File: config.mk
export PLATFORM = sky130hd
export DESIGN_NAME = spoc_bdo_postproc
export DESIGN_NICKNAME = d
export VERILOG_FILES = /design/src/rtl/spoc_bdo_postproc.sv
export SDC_FILE = /design/constraint.sdc
export NUM_CORES = 1
export LEC_CHECK = 0
export CAP_MARGIN = 20
export CELL_PAD_IN_SITES_DETAIL_PLACEMENT = 1
export CELL_PAD_IN_SITES_GLOBAL_PLACEMENT = 1
export CORE_AREA = 4 4 117 119
export CTS_CLUSTER_SIZE = 30
export DETAILED_ROUTE_END_ITERATION = 16
export DIE_AREA = 0 0 121 123
export GPL_TIMING_DRIVEN = 0
export PLACE_DENSITY = 0.61
export SYNTH_ARGS = -nofsm -noshare
export SYNTH_HDL_FRONTEND = slang
export SYNTH_SLANG_ARGS = --single-unit
File: constraint.sdc
create_clock -name clk -period 3.5 [get_ports clk]
set_clock_uncertainty 0.05 [all_clocks]
set_input_delay 1.05 -clock clk [delete_from_list [all_inputs] [get_ports clk]]
set_output_delay 1.05 -clock clk [all_outputs]
set_load 0.005 [all_outputs]
File: src/rtl/spoc_bdo_postproc.sv
// -----------------------------------------------------------------------------
// spoc_bdo_postproc
//
// Output-side post-processor for the SpoC-64 LWC core. Frames each operation's
// result stream onto the external LWC "do" port:
//   message header -> masked message words -> tag header + tag words (encrypt)
//   or decrypt verdict -> status word (do_last = 1).
//
// Optional feature macro: SPOC_POSTPROC_LEN_CHECK_EN
//   defined   : err is a sticky flag raised on end_of_block / byte-mask
//               inconsistencies in the DATA and TAG streams.
//   undefined : err is tied to 0 and no check logic is built.
//
// Ports
//   clk, rst                  clock, asynchronous active-low reset
//   op_valid/op_ready         operation descriptor handshake
//   op_decrypt, op_len        descriptor: direction and message length (bytes)
//   bdo/bdo_valid/bdo_ready   core output words (big-endian)
//   bdo_valid_bytes           per-byte valid mask (bit 3 = byte 0)
//   end_of_block              last word of message or tag (length check only)
//   msg_auth_valid/_ready     decrypt verdict handshake, msg_auth = tag match
//   do_data/do_valid/do_ready external output stream, do_last on status word
//   err                       sticky length-check error
// -----------------------------------------------------------------------------
module spoc_bdo_postproc #(
  parameter int W         = 32,
  parameter int TAG_WORDS = 4
) (
  input  logic         clk,
  input  logic         rst,
  input  logic         op_valid,
  output logic         op_ready,
  input  logic         op_decrypt,
  input  logic [15:0]  op_len,
  input  logic [W-1:0] bdo,
  input  logic         bdo_valid,
  output logic         bdo_ready,
  input  logic [3:0]   bdo_valid_bytes,
  input  logic         end_of_block,
  input  logic         msg_auth_valid,
  output logic         msg_auth_ready,
  input  logic         msg_auth,
  output logic [W-1:0] do_data,
  output logic         do_valid,
  input  logic         do_ready,
  output logic         do_last,
  output logic         err
);

  localparam int             TCW        = (TAG_WORDS > 1) ? $clog2(TAG_WORDS) : 1;
  localparam logic [TCW-1:0] TCNT_LAST  = TCW'(TAG_WORDS - 1);
  localparam logic [W-1:0]   TAG_HDR    = 32'h8700_0010;
  localparam logic [W-1:0]   STATUS_OK  = 32'hE000_0000;
  localparam logic [W-1:0]   STATUS_BAD = 32'hF000_0000;

  typedef enum logic [2:0] {
    S_IDLE,
    S_HDR_MSG,
    S_DATA,
    S_HDR_TAG,
    S_TAG,
    S_WAIT_AUTH,
    S_STATUS
  } state_t;

  state_t         state_q, state_d;
  logic           dec_q, dec_d;
  logic           pass_q, pass_d;
  logic [15:0]    rem_q, rem_d;
  logic [TCW-1:0] tcnt_q, tcnt_d;

  logic [W-1:0]   do_data_q;
  logic           do_last_q;
  logic           do_valid_q;

  logic           ld_ok;
  logic           op_hs, bdo_hs, auth_hs;
  logic           data_last, tag_last;
  logic [W-1:0]   masked_bdo;
  logic           load_en;
  logic [W-1:0]   load_data;
  logic           load_last;

  // The output register may take a new word when empty or being drained now.
  assign ld_ok     = !do_valid_q || do_ready;
  assign op_hs     = op_valid && op_ready;
  assign bdo_hs    = bdo_valid && bdo_ready;
  assign auth_hs   = msg_auth_valid && msg_auth_ready;
  assign data_last = (rem_q <= 16'd4);
  assign tag_last  = (tcnt_q == TCNT_LAST);

  // Byte lane k ([8k+7:8k]) is qualified by bdo_valid_bytes[k].
  always_comb begin
    masked_bdo = '0;
    for (int k = 0; k < 4; k++) begin
      masked_bdo[8*k +: 8] = bdo_valid_bytes[k] ? bdo[8*k +: 8] : 8'h00;
    end
  end

  // ---------------------------------------------------------------------------
  // State and datapath registers
  // ---------------------------------------------------------------------------
  // NOTE: sequential state is updated with non-blocking assignments so every
  // register samples the pre-edge values regardless of process ordering.
  always_ff @(posedge clk or negedge rst) begin
    if (!rst) begin
      state_q    <= S_IDLE;
      dec_q      <= 1'b0;
      pass_q     <= 1'b0;
      rem_q      <= '0;
      tcnt_q     <= '0;
      do_data_q  <= '0;
      do_last_q  <= 1'b0;
      do_valid_q <= 1'b0;
    end else begin
      state_q <= state_d;
      dec_q   <= dec_d;
      pass_q  <= pass_d;
      rem_q   <= rem_d;
      tcnt_q  <= tcnt_d;
      if (load_en) begin
        do_data_q  <= load_data;
        do_last_q  <= load_last;
        do_valid_q <= 1'b1;
      end else if (do_ready) begin
        // Drained with nothing new to load; data is held, only valid drops.
        do_valid_q <= 1'b0;
      end
    end
  end

  // ---------------------------------------------------------------------------
  // Next-state logic
  // ---------------------------------------------------------------------------
  // NOTE: every signal written in a combinational block gets a default first,
  // so no path through the case statement can infer a latch.
  always_comb begin
    state_d = state_q;
    dec_d   = dec_q;
    pass_d  = pass_q;
    rem_d   = rem_q;
    tcnt_d  = tcnt_q;
    unique case (state_q)
      S_IDLE: begin
        if (op_hs) begin
          dec_d = op_decrypt;
          rem_d = op_len;
          if (op_len == 16'd0) begin
            state_d = op_decrypt ? S_WAIT_AUTH : S_HDR_TAG;
          end else begin
            state_d = S_HDR_MSG;
          end
        end
      end
      S_HDR_MSG: begin
        if (ld_ok) state_d = S_DATA;
      end
      S_DATA: begin
        if (bdo_hs) begin
          // Saturating decrement: the last word may carry fewer than 4 bytes.
          rem_d = data_last ? 16'd0 : (rem_q - 16'd4);
          if (data_last) state_d = dec_q ? S_WAIT_AUTH : S_HDR_TAG;
        end
      end
      S_HDR_TAG: begin
        if (ld_ok) begin
          tcnt_d  = '0;
          state_d = S_TAG;
        end
      end
      S_TAG: begin
        if (bdo_hs) begin
          tcnt_d = tcnt_q + TCW'(1);
          if (tag_last) begin
            pass_d  = 1'b1;
            state_d = S_STATUS;
          end
        end
      end
      S_WAIT_AUTH: begin
        if (auth_hs) begin
          pass_d  = msg_auth;
          state_d = S_STATUS;
        end
      end
      S_STATUS: begin
        if (ld_ok) state_d = S_IDLE;
      end
      default: state_d = S_IDLE;
    endcase
  end

  // ---------------------------------------------------------------------------
  // Output / handshake logic
  // ---------------------------------------------------------------------------
  always_comb begin
    op_ready       = 1'b0;
    bdo_ready      = 1'b0;
    msg_auth_ready = 1'b0;
    load_en        = 1'b0;
    load_data      = '0;
    load_last      = 1'b0;
    unique case (state_q)
      S_IDLE: op_ready = 1'b1;
      S_HDR_MSG: begin
        load_en   = ld_ok;
        // {type, 0, eoi, eot, last, 8'h00, len}; rem still equals op_len here.
        load_data = {(dec_q ? 4'h4 : 4'h5), 1'b0, dec_q, 2'b11, 8'h00, rem_q};
      end
      S_DATA: begin
        bdo_ready = ld_ok;
        load_en   = bdo_valid && ld_ok;
        load_data = masked_bdo;
      end
      S_HDR_TAG: begin
        load_en   = ld_ok;
        load_data = TAG_HDR;
      end
      S_TAG: begin
        bdo_ready = ld_ok;
        load_en   = bdo_valid && ld_ok;
        load_data = bdo;
      end
      S_WAIT_AUTH: msg_auth_ready = 1'b1;
      S_STATUS: begin
        load_en   = ld_ok;
        load_data = pass_q ? STATUS_OK : STATUS_BAD;
        load_last = 1'b1;
      end
      default: ;
    endcase
  end

  assign do_data  = do_data_q;
  assign do_last  = do_last_q;
  assign do_valid = do_valid_q;

  // ---------------------------------------------------------------------------
  // Optional length consistency check
  // ---------------------------------------------------------------------------
`ifdef SPOC_POSTPROC_LEN_CHECK_EN
  logic       err_q;
  logic [3:0] exp_mask;
  logic       len_err;

  // Byte mask expected on the last message word for rem = 1..4.
  always_comb begin
    unique case (rem_q[2:0])
      3'd1:    exp_mask = 4'b1000;
      3'd2:    exp_mask = 4'b1100;
      3'd3:    exp_mask = 4'b1110;
      default: exp_mask = 4'b1111;
    endcase
  end

  always_comb begin
    len_err = 1'b0;
    if (state_q == S_DATA && bdo_hs) begin
      if (end_of_block != data_last)                 len_err = 1'b1;
      if (data_last && bdo_valid_bytes != exp_mask)  len_err = 1'b1;
    end
    if (state_q == S_TAG && bdo_hs && tag_last && !end_of_block) len_err = 1'b1;
  end

  always_ff @(posedge clk or negedge rst) begin
    if (!rst)         err_q <= 1'b0;
    else if (len_err) err_q <= 1'b1;
  end

  assign err = err_q;
`else
  logic unused_end_of_block;
  assign unused_end_of_block = end_of_block;
  assign err = 1'b0;
`endif

endmodule

==> flow_metrics.env <==
export IMPL_first_iter_violations=185
export IMPL_route_detailed_drc=0
export IMPL_root_buffer="clkbuf_16"
export IMPL_synth_area_mm2=0.003131
export IMPL_rrSetupSlack_ns=1.33
export IMPL_fin_hold_ws_ns=0.4330
export IMPL_clkTransAtPathRegs_ns=0.06
export IMPL_rsz0062_at_grt="false"
export IMPL_grt_pass1_vias=3289
export IMPL_yosysMostFrequentCell="nor2_1"
export IMPL_dieArea_mm2=0.01488
export IMPL_rr_startpoint="state_q[1]"
export IMPL_path_cells="dlygate4sd2_1 -> nand2b_4 -> clkbuf_8 -> o21ai_0 -> nor2_1 -> dlygate4sd2_1"
export IMPL_drive_gt1_share_pct=10.70
export IMPL_cp_num_buf_inv=3
export IMPL_cp_common_cell="dlygate4sd2_1"
export IMPL_ff2ff_path_depth=7
export IMPL_dr_pass1_iters=4
export IMPL_synth_edf_count=0
export IMPL_cp_data_required_time_ns=2.40
export IMPL_setup_tns_final_ns=0
export IMPL_nets=517
export IMPL_num_antenna_cells=0
export IMPL_area_delta_synth_final_pct=47.56
export IMPL_ys_top_cells_by_count="nor2_1, dfrtp_1, nand2_1"
export IMPL_routed_via_density=4.913
export IMPL_hp_start="do_data[28]"
export IMPL_rows=41
export IMPL_async_reset_ff_share_pct=100.0
export IMPL_antenna_found_initial=0
export IMPL_leakage_nw=1.889
export IMPL_synth_area_leader_cell="dfrtp_1"
export IMPL_track_usage_pct=15.83
export IMPL_hold_violations=0
export IMPL_synth_compound_area_share_pct=23.46
export IMPL_worstSetupStartpoint="do_ready"
export IMPL_slowest_delay_ns=0.25
export IMPL_grt_overflow=0
export IMPL_path_class="in2out"
export IMPL_hold_class="reg2reg"
export IMPL_clkSinkCount=57
export IMPL_p_per_area_mw_per_mm2=451.7
export IMPL_yosys_area_share_simple_pct=23.94
export IMPL_synthXorXnorAreaFrac_pct=0
export IMPL_ys_seq_area_share_pct=45.56
export IMPL_synth_top_family_by_area="simple AND/OR/NAND/NOR gates"
export IMPL_synthMuxAreaShare_pct=0.9992
export IMPL_io_pins=99
export IMPL_htreeDepth=3
export IMPL_cp_top_family="buffers and inverters"
export IMPL_globalplace_congestion=0.8336
export IMPL_yosysWarnings=0
export IMPL_synthTopCellsByArea="dfrtp_1, nor2_1, a221oi_1"
export IMPL_ant_nets=0
export IMPL_r2r_end="rem_q[12]"
export IMPL_cts_buffer_depth=2
export IMPL_maxSlewHeadroom_pct=56.82
export IMPL_ir_drop_uv=172.5
export IMPL_synthAdderAreaFrac_pct=1.199
export IMPL_start_util_pct=24.91
export IMPL_wl_um=11470
export IMPL_critical_path_max_fanout=10
export IMPL_hold_path_end="do_data[28]"
export IMPL_die_h_um=123
export IMPL_clock_latency_ns=0.33
export IMPL_fill_cells=1479
export IMPL_ys_flop_type="dfrtp_1"
export IMPL_synth_cell_type_count=59
export IMPL_grt_pass1_wl_um=18410
export IMPL_numPortBuffers=95
export IMPL_synth_seq_cells=57
export IMPL_maxSlewViolCount=0
export IMPL_drv_cap=0
export IMPL_status="completed"
export IMPL_fmax_mhz=310.1
export IMPL_synth_nets=411
export IMPL_numCtsBuffers=9
export IMPL_die_w_um=121
export IMPL_cts_hold_buf=0
export IMPL_synth_cells=347
export IMPL_yosysTopAreaCellShare_pct=45.56
export IMPL_fin_total_pwr_mw=2.087
export IMPL_wire_per_inst_um=18.20
export IMPL_crit_slowest_cell="dlygate4sd2_1"
export IMPL_hpwl_um=9021
export IMPL_cp_end_kind="output port"
export IMPL_finalSetupViolCount=0
export IMPL_worstMarginPinSlew_ns=0.6427
export IMPL_cts_tree="yes"
export IMPL_startpoint_type="primary input"
export IMPL_grt_max_degree=36
export IMPL_vias=3095
export IMPL_whs_path_depth=2
export IMPL_core_mm2=0.01257
export IMPL_syn_area_per_cell_um2=9.022
export IMPL_worstPathArrival_ns=2.12
export IMPL_finalCritPeriodShare_pct=92.13
export IMPL_min_period_ns=3.224
==> per-layer routing <==
layer | GRT usage, % | up-vias | wire length, um
met5 | 0 | - | 0
met4 | 4.462 | 0 | 189
met3 | 2.928 | 12 | 369
met2 | 25.56 | 63 | 5402
met1 | 21.78 | 1525 | 5508
li1 | - | 1495 | -
==> final cells by class <==
cell class / count / area [um^2] / share of cell area [%]
buffer: 22 / 131.4 / 2.844
clock buffer: 10 / 239.0 / 5.173
clock inverter: 6 / 57.56 / 1.246
inverter: 6 / 22.52 / 0.4875
multi-input combinational: 261 / 1564 / 33.86
sequential: 57 / 1426 / 30.88
tap: 172 / 215.2 / 4.659
timing repair buffer: 96 / 963.4 / 20.86
==> worst reg2reg max path: stages, from the launching register on <==
cell	delay, ns
dfrtp_1	0.32
buf_4	0.22
nor3b_4	0.36
nand3_2	0.16
a21boi_2	0.35
buf_4	0.26
mux2i_1	0.21
o311ai_1	0.11
==> metrics by stage <==
step	area, um^2	std cells	utilization, %	worst slack, ns
6_report	4619	630	36.75	0.2755
5_1_grt	4619	630	36.75	0.2217
4_1_cts	4623	631	36.78	0.05620
3_5_place_dp	4312	615	34.31	-0.5663
3_3_place_gp	4297	614	34.19	-0.6450
2_1_floorplan	3131	347	-	0.7367
==> cells by family after synthesis <==
family                   Yosys count
AND/OR/NAND/NOR                  151
multiplexers                       3
other                              1
flip-flops                        57
buffers and inverters             29
adder cells (fa/ha/maj)            3
AO/OA/AOI/OAI                    103
==> what timing repair did <==
action,4_1_cts,5_1_grt
hold endpoints to repair,0,0
gates resized for setup,6,0
endpoints found under the setup margin,1,1
setup buffers,0,0
pin swaps,1,0
==> registers in the layout, indices dropped and copies added (netlist names) <==
name	count
dec_q	1
do_data	32
do_last	1
do_valid	1
pass_q	1
rem_q	16
state_q	3
tcnt_q	2
==> cells in the final DEF (no fill, tap or decap), drive strengths merged, types with 16 or more instances in the layout <==
cell type / Yosys / routed
clkdlybuf4s50: 0 / 92
nor2: 61 / 61
dfrtp: 57 / 57
nand2: 35 / 35
o21ai: 23 / 23
a21oi: 18 / 18
buf: 16 / 18
a221oi: 16 / 16
nand3: 16 / 16
clkbuf: 7 / 16
==> where the power goes <==
group	switching, mW	leakage, nW	total, mW	internal, mW
Sequential	0.0688	0.699	0.799	0.730
Combinational	0.175	1.04	0.407	0.231
Clock	0.317	0.148	0.881	0.564
Total	0.561	1.89	2.09	1.53
==> worst max path at each step <==
stage                     end  slack [ns]  cells after the start
3_5_place_dp        bdo_ready       -0.57                      6
6_report            bdo_ready        0.28                      6
5_1_grt             bdo_ready        0.22                      6
4_1_cts        msg_auth_ready        0.06                      6
3_3_place_gp      do_data[22]       -0.64                      1
2_1_floorplan       bdo_ready        0.74                      4
Note: power is estimated with default switching activity, not from simulation.
==> edit 1 (same flow settings) <==
Re-encode `state_t` (7 states) as one-hot, 7 bits wide.
--- a/src/rtl/spoc_bdo_postproc.sv
+++ b/src/rtl/spoc_bdo_postproc.sv
@@ -53,14 +53,14 @@
   localparam logic [W-1:0]   STATUS_OK  = 32'hE000_0000;
   localparam logic [W-1:0]   STATUS_BAD = 32'hF000_0000;
 
-  typedef enum logic [2:0] {
-    S_IDLE,
-    S_HDR_MSG,
-    S_DATA,
-    S_HDR_TAG,
-    S_TAG,
-    S_WAIT_AUTH,
-    S_STATUS
+  typedef enum logic [6:0] {
+    S_IDLE      = 7'b0000001,
+    S_HDR_MSG   = 7'b0000010,
+    S_DATA      = 7'b0000100,
+    S_HDR_TAG   = 7'b0001000,
+    S_TAG       = 7'b0010000,
+    S_WAIT_AUTH = 7'b0100000,
+    S_STATUS    = 7'b1000000
   } state_t;
 
   state_t         state_q, state_d;
Formal check against the unedited RTL: same outputs for any inputs over 4 cycles, from zero or initial values and one cycle with rst low; so few cycles prove little.
==> edit 1 against the unedited design <==
- wire length increased by 5.9%
- final cell count up 5.4%
- design area increased by 9.8%
- sequential cell count up 4
- synthesized area increased by 16%
- worst setup slack lost 0.20 ns
Power is not compared: it rests on default switching activity, and its combinational part moved more than twofold at a synthesized area within 25%.
==> edit 1: results (changes against the unedited design) <==
maximum number of pins on one net before global-route repair=62 (+72%); cell count after synthesis=380 (+9.5%); via count of the first global-routing pass=3578 (+8.8%); Post-synth top cells=dfrtp_1 (60), nor2_1 (53), nand2_1 (50); initial antenna violation count=0 (unchanged); Clock H-tree levels=3 (unchanged); Root Buffer Master=clkbuf_16; library cells used by synthesis=74 (+25%); commonest register cell after synthesis=dfrtp_1; peak supply drop=0.248 mV; result of the run=complete, no violations; delay contributed by the slowest stage of the critical path=0.45 ns (+0.20 ns); detailed placer's ending HPWL=9280 um (+2.9%); measured slew at the worst slew-check pin=0.822 ns (+0.179 ns); cells resized by post-CTS repair=1 (-5); arrival time at the worst endpoint=2.32 ns (+0.20 ns); aggregate global-route resource usage=16.8% (+0.93 points); cell total after placement=648 (+5.4%); origin of the critical flop-to-flop path=state_q[0]$_DFFE_PN1P_; Synth warnings=0 (unchanged); total nets after synthesis=444 (+8.0%); maximum number of buffers from clock root to sink=2 (unchanged); first-pass GRT wire length=19500 um (+6.2%); worst setup slack after placement=-0.0839 ns (+0.482 ns); number of flip-flops under the largest register name=32 (unchanged); post-synthesis async set-or-reset flop share=100% (unchanged); total wire length=12100 um (+5.9%); average via count per standard cell=4.97 (+1.1%); start point of the worst hold path=do_data[18]$_DFFE_PN0P_; final standard cell count with taps included and fillers excluded=664 (+5.4%); share of cells above drive strength 1=15.9% (+5.2 points); highest-delay cell along the critical path=clkdlybuf4s50_1; proportion of synthesized chip area in sequential cells=42.2% (-3.3 points); weighted congestion at the end of routability-driven global placement=0.828 (-0.72%); antenna diode instance count=0 (unchanged); reg2reg path depth=7 (unchanged); Buffers on Ports=96 (+1.1%); worst-path maximum fanout=5 (-5); clock slew at reported path FFs=0.05 ns; hold path cells=2 (unchanged); Initial DRT Pass Iterations=4 (unchanged); path class of the lowest-slack min-delay path=flip-flop to flip-flop; number of nets in the final layout=551 (+6.6%); Iter 0 DRT Violations=153 (-17%); leading cell types by total area after synthesis=dfrtp_1 (42%), a221oi_2 (5.8%), nor2_1 (5.5%)
==> edit 1: cell types whose count changed after synthesis, sizes merged, moves of 4 or more <==
| cell | unedited run | this run |
|---|---|---|
| clkbuf | 7 | 3 |
| nor2 | 61 | 54 |
| a21o | 0 | 5 |
| buf | 16 | 22 |
| a22o | 12 | 8 |
| o21ai | 23 | 29 |
| nand2 | 35 | 51 |
| a21oi | 18 | 13 |
| o31ai | 1 | 5 |
==> edit 1: layer usage <==
layer  wire length [um]  GRT usage, %  part of all wire (%)  up-vias
li1                   -             -                     -     1606
met1               5780          22.1                    48     1596
met2               5540          26.9                    46       81
met3                597          4.39                   4.9       16
met4                227          5.45                   1.9        0
met5                  0             0                     0        -
==> edit 1: final timing paths <==
check / to / slack [ns]
max reg2reg: do_data[31]$_DFFE_PN0P_ / 1.26
max: bdo_ready / 0.08
min reg2reg: do_data[18]$_DFFE_PN0P_ / 0.41
min: do_data[18]$_DFFE_PN0P_ / 0.41
max in group asynchronous: state_q[6]$_DFFE_PN0P_ / 2.10
min in group asynchronous: rem_q[8]$_DFFE_PN0P_ / 0.77
==> edit 1: through the flow <==
step                instance area [um2]  power (mW)  TNS, ns  utilization [%]
floorplan                          3620        2.44        0                -
global placement                   4790        3.19   -53.95             38.1
detailed placement                 4790        3.25  -0.0839             38.1
CTS                                5070        4.10        0             40.3
global route                       5070        4.36        0             40.3
finish                             5070        4.05        0             40.3
==> edit 1: layout make-up <==
cell class / count / area, um2
Multi-Input combinational cell: 285 / 1860
Clock inverter: 4 / 22.5
Buffer: 25 / 198
Sequential cell: 61 / 1530
Fill cell: 1439 / 7500
Timing Repair Buffer: 96 / 958
Clock buffer: 12 / 256
Inverter: 9 / 33.8
Tap cell: 172 / 215
==> edit 1: power by group through the flow <==
stage	combinational, mW	clock (mW)	sequential, mW
global placement	1.97	0	1.22
finish	2.01	0.827	1.22
detailed placement	2.02	0	1.23
CTS	2.03	0.852	1.22
global route	2.22	0.884	1.26
floorplan	1.26	0	1.18
==> edit 1: worst register-to-register path: cells and delay by family, from the launching register on <==
| kind | cells | cell delay (ns) |
|---|---|---|
| AOI/OAI and AO/OA | 2 | 0.90 |
| DFF | 1 | 0.51 |
| buffers and inverters | 2 | 0.33 |
| and+or+nand+nor | 3 | 0.32 |
==> edit 1: cells by family after synthesis <==
family	Yosys count	synth area share [%]
simple gates	172	24.7
compound gates	103	23.8
flops	61	42.2
buf+inv	34	6.40
fa+ha+maj	3	1.04
xor+xnor	3	0.727
mux	3	0.934
other cells	1	0.104
==> edit 2 (same settings) <==
Without the edit above. `TAG_WORDS`: 4 -> 8.
--- a/src/rtl/spoc_bdo_postproc.sv
+++ b/src/rtl/spoc_bdo_postproc.sv
@@ -24,7 +24,7 @@
 // -----------------------------------------------------------------------------
 module spoc_bdo_postproc #(
   parameter int W         = 32,
-  parameter int TAG_WORDS = 4
+  parameter int TAG_WORDS = 8
 ) (
   input  logic         clk,
   input  logic         rst,
Function: changed (Yosys sat finds a counterexample within 10 cycles, from zero or initial values and one cycle with rst low).
==> edit 2 against the unedited design <==
- non-clock buffer count is the same
- sequential cell count is 1 higher
- synthesized area fell by 0.84%
- hold slack worse by 0.0040 ns
- worst setup slack worse by 0.15 ns
- design area decreased by 1.1%
- wire length grew 0.63%
- critical path type is now flip-flop to output pin
Power is not compared: it rests on default switching activity, and its combinational part moved more than twofold at a synthesized area within 25%.
==> edit 2: results (changes against the unedited design) <==
Buffers on Ports=96 (+1.1%); maximum number of buffers from clock root to sink=2 (unchanged); first-pass GRT wire length=18300 um (-0.49%); result of the run=complete, no violations; average via count per standard cell=4.97 (+1.2%); Post-synth top cells=dfrtp_1 (58), nand2_1 (42), nor2_1 (26); origin of the critical flop-to-flop path=rem_q[2]$_DFFE_PN0P_; clock slew at reported path FFs=0.05 ns; worst hold margin=0.429 ns (-0.00398 ns); share of cells above drive strength 1=7.06% (-3.6 points); terminating pin of the worst hold path=do_data[27]$_DFFE_PN0P_; routed length per placed instance=18.5 um (+1.4%); leak pwr=1.84 nW; arrival time at the worst endpoint=2.27 ns (+0.15 ns); maximum number of pins on one net before global-route repair=37 (+2.8%); cell total after placement=609 (-0.98%); Max Clk Rate=297 MHz (-4.3%); via count=3107 (+0.39%); post-layout utilization of the core=36.4% (-0.40 points); total cell area at the placement stage=4300 um2 (-0.38%); Iter 0 DRT Violations=171 (-7.6%); worst-path maximum fanout=10 (unchanged); detailed placer's ending HPWL=8770 um (-2.8%); measured slew at the worst slew-check pin=0.721 ns (+0.0787 ns); leading cell types by total area after synthesis=dfrtp_1 (47%), nand2_1 (5.1%), a22o_1 (4.2%); number of nets in the final layout=513 (-0.77%); worst r2r dst=rem_q[0]$_DFFE_PN0P_; via count of the first global-routing pass=3245 (-1.3%); weighted congestion at the end of routability-driven global placement=0.836 (+0.32%); reg2reg path depth=7 (unchanged); number of flip-flops under the largest register name=32 (unchanged); launching instance or port of the critical path=state_q[2]$_DFFE_PN0P_; library cells used by synthesis=51 (-14%); initial antenna violation count=0 (unchanged); minimum setup slack among reg-to-reg paths=1.15 ns (-0.18 ns); proportion of synthesized chip area in sequential cells=46.8% (+1.2 points); hold path cells=2 (unchanged); total nets after synthesis=405 (-1.5%); antenna diode instance count=0 (unchanged); Critical Path End=msg_auth_ready; worst setup slack after placement=-0.181 ns (+0.386 ns); total clock buffers created by CTS=9 (unchanged); cell count after synthesis=340 (-2.0%); # fillers=1463 (-1.1%); Root Buffer Master=clkbuf_16; start point of the worst hold path=do_data[27]$_DFFE_PN0P_; aggregate global-route resource usage=16.0% (+0.12 points)
[edit 2: cell count changes after synthesis, moves of 6 or more]
cell	before	now
or3_1	0	6
a22oi_1	6	17
nor2_1	61	26
a221oi_1	16	0
clkbuf_1	6	13
nand2_1	35	42
inv_1	6	12
nand3_1	15	8
o21ai_1	6	22
[edit 2: metal layers]
layer / vias to the layer above / GRT usage (%) / routed length, um
li1: 1477 / - / -
met1: 1524 / 22.5 / 5440
met2: 92 / 24.5 / 5290
met3: 14 / 3.66 / 651
met4: 0 / 4.67 / 153
met5: - / 0 / 0
[edit 2: final cells by class]
cell class / count / area share [%]
inverter: 12 / 0.986
timing repair buffer: 97 / 21.3
multi-input combinational: 249 / 33.1
sequential: 58 / 31.8
clock inverter: 5 / 0.657
tap: 172 / 4.71
buffer: 21 / 2.14
clock buffer: 11 / 5.31
[edit 2: power breakdown]
part / internal [mW] / leakage (nW) / switching (mW)
clock: 0.494 / 0.131 / 0.327
combinational: 0.899 / 0.964 / 1.09
sequential: 0.966 / 0.748 / 0.291
[edit 2: cells by family after synthesis]
logic type                 Yosys count  synth area share [%]
and+or+nand+nor                    112                  17.3
muxes                                1                 0.363
buffers and inverters               33                  4.51
adders and majority gates            4                  1.61
AOI/OAI and AO/OA                  131                  29.3
other                                1                 0.121
DFF                                 58                  46.8
[edit 2: what timing repair did]
action,in CTS,in global routing
setup buffers,0,0
endpoints found under the setup margin,1,0
gates resized for setup,2,0
[edit 2: critical path, stage by stage, from the launching register on]
cell and delay, ns:
dfrtp_1 0.32, clkbuf_1 0.31, buf_1 0.44, nand2_1 0.19
nor2_1 0.15, clkdlybuf4s50_1 0.52
